**src/rtl/spi_master_xfer.sv**
```systemverilog
// spi_master_xfer: parametrised full-duplex SPI master with
// valid/ready command and result handshakes, all four SPI modes.
`timescale 1ns/1ps
module spi_master_xfer #(
  parameter int DATA_WIDTH = 32,
  parameter int NUM_CS     = 2,
  parameter int CLK_DIV    = 2,
  parameter bit CPOL       = 1'b0,
  parameter bit CPHA       = 1'b0,
  parameter bit LSB_FIRST  = 1'b0
) (
  input  logic                   clk_i,
  input  logic                   rst_i,
  input  logic [DATA_WIDTH-1:0]  tx_data_i,
  input  logic [$clog2(NUM_CS > 1 ? NUM_CS : 2)-1:0] tx_cs_i,
  input  logic                   tx_rd_i,
  input  logic                   tx_valid_i,
  output logic                   tx_ready_o,
  output logic [DATA_WIDTH-1:0]  rx_data_o,
  output logic                   rx_valid_o,
  input  logic                   rx_ready_i,
  output logic                   busy_o,
  output logic                   sck_o,
  output logic [NUM_CS-1:0]      cs_n_o,
  output logic                   mosi_o,
  input  logic                   miso_i
);

  localparam int CSW = $clog2(NUM_CS > 1 ? NUM_CS : 2);
  localparam int EW  = $clog2(2 * DATA_WIDTH) + 1;
  localparam int DVW = CLK_DIV > 1 ? $clog2(CLK_DIV) : 1;
  localparam logic [EW-1:0]  LAST_EDGE = EW'(2 * DATA_WIDTH - 1);
  localparam logic [DVW-1:0] DIV_END   = DVW'(CLK_DIV - 1);

  typedef enum logic [1:0] {IDLE, SETUP, SHIFT, HOLD} state_t;

  state_t state, state_d;
  logic [DVW-1:0] div_cnt, div_d;
  logic [EW-1:0] edge_cnt, edge_d;
  logic [DATA_WIDTH-1:0] tx_sh, tx_sh_d;
  logic [DATA_WIDTH-1:0] rx_sh, rx_sh_d;
  logic [DATA_WIDTH-1:0] rx_q, rx_q_d;
  logic [NUM_CS-1:0] cs_n, cs_n_d;
  logic rd, rd_d;
  logic sck, sck_d;
  logic mosi, mosi_d;
  logic rx_v, rx_v_d;
  logic rdy, rdy_d;
  logic accept, half_end, lead, sample, shift;

  function automatic logic [DATA_WIDTH-1:0] adv(
    input logic [DATA_WIDTH-1:0] v
  );
    return LSB_FIRST ? v >> 1 : v << 1;
  endfunction

  function automatic logic head(
    input logic [DATA_WIDTH-1:0] v
  );
    return LSB_FIRST ? v[0] : v[DATA_WIDTH-1];
  endfunction

  assign accept   = tx_valid_i && rdy;
  assign half_end = (div_cnt == DIV_END);
  // even edge index = leading edge (SCK leaves its idle level)
  assign lead     = !edge_cnt[0];
  assign sample   = half_end && (lead != CPHA);
  assign shift    = half_end && (lead == CPHA) &&
                    (CPHA || edge_cnt != LAST_EDGE);

  always_comb begin
    state_d = state;
    div_d   = div_cnt;
    edge_d  = edge_cnt;
    tx_sh_d = tx_sh;
    rx_sh_d = rx_sh;
    rx_q_d  = rx_q;
    cs_n_d  = cs_n;
    rd_d    = rd;
    sck_d   = sck;
    mosi_d  = mosi;
    rx_v_d  = rx_v;
    if (rx_v && rx_ready_i) rx_v_d = 1'b0;
    unique case (state)
      IDLE: if (accept) begin
        state_d = SETUP;
        div_d   = '0;
        edge_d  = '0;
        rd_d    = tx_rd_i;
        rx_sh_d = '0;
        for (int i = 0; i < NUM_CS; i++)
          cs_n_d[i] = (tx_cs_i != CSW'(i));
        // CPHA=0 presents bit one before the first edge
        if (CPHA) begin
          tx_sh_d = tx_data_i;
        end else begin
          tx_sh_d = adv(tx_data_i);
          mosi_d  = head(tx_data_i);
        end
      end
      SETUP: begin
        div_d = div_cnt + 1'b1;
        if (half_end) begin
          div_d   = '0;
          state_d = SHIFT;
        end
      end
      SHIFT: begin
        div_d = div_cnt + 1'b1;
        if (half_end) begin
          div_d  = '0;
          sck_d  = ~sck;
          edge_d = edge_cnt + 1'b1;
          if (edge_cnt == LAST_EDGE) state_d = HOLD;
        end
        if (sample)
          rx_sh_d = LSB_FIRST ?
            {miso_i, rx_sh[DATA_WIDTH-1:1]} :
            {rx_sh[DATA_WIDTH-2:0], miso_i};
        if (shift) begin
          mosi_d  = head(tx_sh);
          tx_sh_d = adv(tx_sh);
        end
      end
      HOLD: begin
        div_d = div_cnt + 1'b1;
        if (half_end) begin
          div_d   = '0;
          state_d = IDLE;
          cs_n_d  = '1;
          mosi_d  = 1'b0;
          if (rd) begin
            rx_q_d = rx_sh;
            rx_v_d = 1'b1;
          end
        end
      end
      default: state_d = IDLE;
    endcase
    rdy_d = (state == IDLE) && !rx_v && !accept;
  end

  always_ff @(posedge clk_i or posedge rst_i) begin
    if (rst_i) begin
      state    <= IDLE;
      div_cnt  <= '0;
      edge_cnt <= '0;
      tx_sh    <= '0;
      rx_sh    <= '0;
      rx_q     <= '0;
      cs_n     <= '1;
      rd       <= 1'b0;
      sck      <= CPOL;
      mosi     <= 1'b0;
      rx_v     <= 1'b0;
      rdy      <= 1'b0;
    end else begin
      state    <= state_d;
      div_cnt  <= div_d;
      edge_cnt <= edge_d;
      tx_sh    <= tx_sh_d;
      rx_sh    <= rx_sh_d;
      rx_q     <= rx_q_d;
      cs_n     <= cs_n_d;
      rd       <= rd_d;
      sck      <= sck_d;
      mosi     <= mosi_d;
      rx_v     <= rx_v_d;
      rdy      <= rdy_d;
    end
  end

  assign tx_ready_o = rdy;
  assign rx_data_o  = rx_q;
  assign rx_valid_o = rx_v;
  assign busy_o     = (state != IDLE);
  assign sck_o      = sck;
  assign cs_n_o     = cs_n;
  assign mosi_o     = mosi;

endmodule

```
**config.mk**
```make
export PLATFORM = sky130hd
export DESIGN_NAME = spi_master_xfer
export DESIGN_NICKNAME = d
export VERILOG_FILES = /design/src/rtl/spi_master_xfer.sv
export SDC_FILE = /design/constraint.sdc
export NUM_CORES = 1
export LEC_CHECK = 0
export CORE_ASPECT_RATIO = 1.5
export CORE_MARGIN = 2
export CORE_UTILIZATION = 43
export DETAILED_ROUTE_END_ITERATION = 12
export PLACE_DENSITY_LB_ADDON = 0.1
export REMOVE_ABC_BUFFERS = 1
export SYNTH_ARGS = -nofsm -noshare
export SYNTH_HDL_FRONTEND = slang
export SYNTH_SLANG_ARGS = --single-unit
export TNS_END_PERCENT = 50
```
**constraint.sdc**
```tcl
create_clock -name clk_i -period 3.7 [get_ports clk_i]
set_input_delay 0.37 -clock clk_i [delete_from_list [all_inputs] [get_ports clk_i]]
set_output_delay 0.37 -clock clk_i [all_outputs]
set_load 0.02 [all_outputs]
```
==> metrics.txt <==
worst-path fanout max 31; RSZ-0062 raised after global routing no; Post-CTS Setup Inserts 0; Hold WC Path Type reg2reg; hold buffer count at CTS 0; Initial Utilization 0.442; number of global-route vias before repair 3652; post-route ant nets 0; placed cells 637; Pleak 2.74 nW; I/O pins 78; #FFs+latches synth 112; area growth from synthesis to layout 24.7%; critical path data required time 3.94 ns; Slew Viols, Final 0; critical path arrival 2.66 ns; clock sinks 112; Overflow after GRT 0; fin crit period 2.43 ns; largest area contributor in the netlist dfrtp_1; Clock transition at path regs 0.07 ns; Core ar. 0.0111 mm²; hold path start rx_valid_o; Hold Path End tx_ready_o; VDD IR max 320 µV; drt pass-1 iters 5; Avg Synthesized Cell Area 11.2 µm²; share of cells above drive strength 1 0.146; fin crit share 0.656; detailed placer's ending HPWL 6.55 mm; slew margin rel. 0.236; H-tree depth 3; Yosys cell types 42; initial antenna violation count 0; PortBufs 77; drt drc 0; Reg2Reg Capture Point tx_sh[1]; final setup TNS 0 ns; flip-flop and latch area 0.00281 mm²; antenna cells 0; global-route wire length before repair 18.3 mm; Clock Skew 0.00660 ns; die area 0.0123 mm²; final-stage net count 546; crit start category flip-flop; pwr/cell area 663 mW/mm²; Post-Syn Area 0.00491 mm²; vias per cell 5.54; reg-to-reg slack, setup 1.27 ns; CTS root buf clkbuf_16; crit path kind reg2reg; post-cts resize count 0; via count 3619; DIE WIDTH 91.3 µm; later-pin clock latency in the skew report 0.34 ns; final instance count without filler cells 653; largest net degree at the start of global routing 59; Multi-input gate area 0.00196 mm²; Setup crit end kind flip-flop; Ys Warns 0; final setup violating endpoints 0; top post-synthesis cells by area dfrtp_1, nand3_1, mux2_2; R2R depth 5; predominant post-synthesis flop cell dfrtp_1; status complete, no violations; Inserted Clock Buffers 9; EDFF count, synth 0; top cell type's share of synthesized area 0.560; CTS tree done; worst r2r src edge_cnt[0]; Slew @ Worst Pin 1.15 ns; wire per inst 16.2 µm; row count 47; Detailed Route Iter0 Violations 288; Die H 135 µm; fmax 412 MHz; Final Hold Viols 0; Total GRT Usage 0.182; number of fill cells 960; clk buf depth 2; sequential fraction of the synthesis area 0.571; Async SR Flop Fraction 1.00; Worst Hold Depth 1; routability cong. 0.779; Mapped Cells 439; Max-Cap Viols 0; overall routed net length 10.6 mm
==> worst max-delay path, cell delays in order (launching register included) <==
cell and delay, ns:
dfrtp_1 0.52, ha_1 0.29, nand3_2 0.13, o311a_1 0.95, o21ai_0 0.18, a32o_1 0.24
==> metal layers <==
metal	global-route usage	wire length, µm	vias to the layer above
li1	-	-	1721
met1	0.251	4750	1816
met2	0.288	5250	74
met3	0.0379	460	8
met4	0.0581	113	0
met5	0	0	-
==> per-stage QoR <==
stage / power (mW) / hold WS (ns) / cell area, µm² / util / setup slack, ns
floorplan: 2.55 / 0.465 / 4760 / - / 0.374
global placement: 3.06 / 0.438 / 5820 / 0.523 / 1.31
detailed placement: 3.09 / 0.449 / 5820 / 0.523 / 1.28
CTS: 4.12 / 0.460 / 6130 / 0.552 / 1.26
global route: 4.32 / 0.479 / 6130 / 0.552 / 1.04
finish: 4.06 / 0.461 / 6130 / 0.552 / 1.27
==> cell type report <==
type	instances	area share
Tap cell	147	0.0300
Clock inverter	6	0.0118
Clock buffer	10	0.0390
Timing Repair Buffer	84	0.136
Inverter	8	0.00531
Sequential cell	112	0.458
Multi-Input combinational cell	286	0.320
==> sequential cells by signal, summed over array words and instances (netlist names), 2 cells and up <==
name / flops
rx_data_o: 32
state: 2
edge_cnt: 7
rx_sh: 32
cs_n_o: 2
tx_sh: 31
==> cell families (layout without fill, tap and decap cells) <==
group           after synthesis  in the layout  share of synthesized area
simple gates                151            151                      0.151
compound gates               89             89                      0.136
fa+ha+maj                     6              6                     0.0153
flops                       112            112                      0.571
mux                          36             36                     0.0822
xor+xnor                      4              4                    0.00713
buf+inv                      41            108                     0.0372
==> placed cells by master (no fill, tap or decap), types with 3 or more instances in the layout <==
| cell | count |
|---|---|
| a22oi_1 | 30 |
| clkbuf_16 | 9 |
| or3_1 | 4 |
| dfrtp_1 | 110 |
| nor2_1 | 7 |
| a22o_1 | 20 |
| xnor2_1 | 4 |
| buf_4 | 6 |
| clkdlybuf4s50_1 | 77 |
| nand3_1 | 94 |
| nand2_1 | 32 |
| o22a_1 | 3 |
| o21ai_0 | 20 |
| inv_1 | 7 |
| mux2_2 | 34 |
| ha_1 | 5 |
| a21oi_1 | 3 |
| nor2_2 | 3 |
==> Yosys cell counts, types with 2 or more instances <==
master and n:
mux2_2 34, buf_2 20, nor4_1 2, nor2_1 9, clkbuf_1 12, or3_1 4
a22o_1 20, o22a_1 3, nand3_1 95, dfrtp_1 110, a21oi_1 3, ha_1 6
o21ai_0 20, xnor2_1 4, dfstp_2 2, nand2_1 32, a22oi_1 30, nand2b_1 2
inv_1 8
==> worst max-delay path by stage <==
stage | end | slack (ns) | start | depth (start not counted)
after CTS | tx_sh[1] | 1.26 | edge_cnt[0] | 5
after global placement | tx_sh[1] | 1.31 | edge_cnt[0] | 5
after global routing | tx_sh[1] | 1.04 | edge_cnt[0] | 5
final | tx_sh[1] | 1.27 | edge_cnt[0] | 5
after detailed placement | tx_sh[1] | 1.28 | edge_cnt[0] | 5
after floorplan | div_cnt | 0.37 | rst_i | 1
==> report_power, final <==
group	switching (mW)	internal, mW	total [mW]
Clock	0.457	0.554	1.01
Combinational	0.867	0.545	1.41
Sequential	0.191	1.45	1.64
Power figures use the tool's default switching activity.
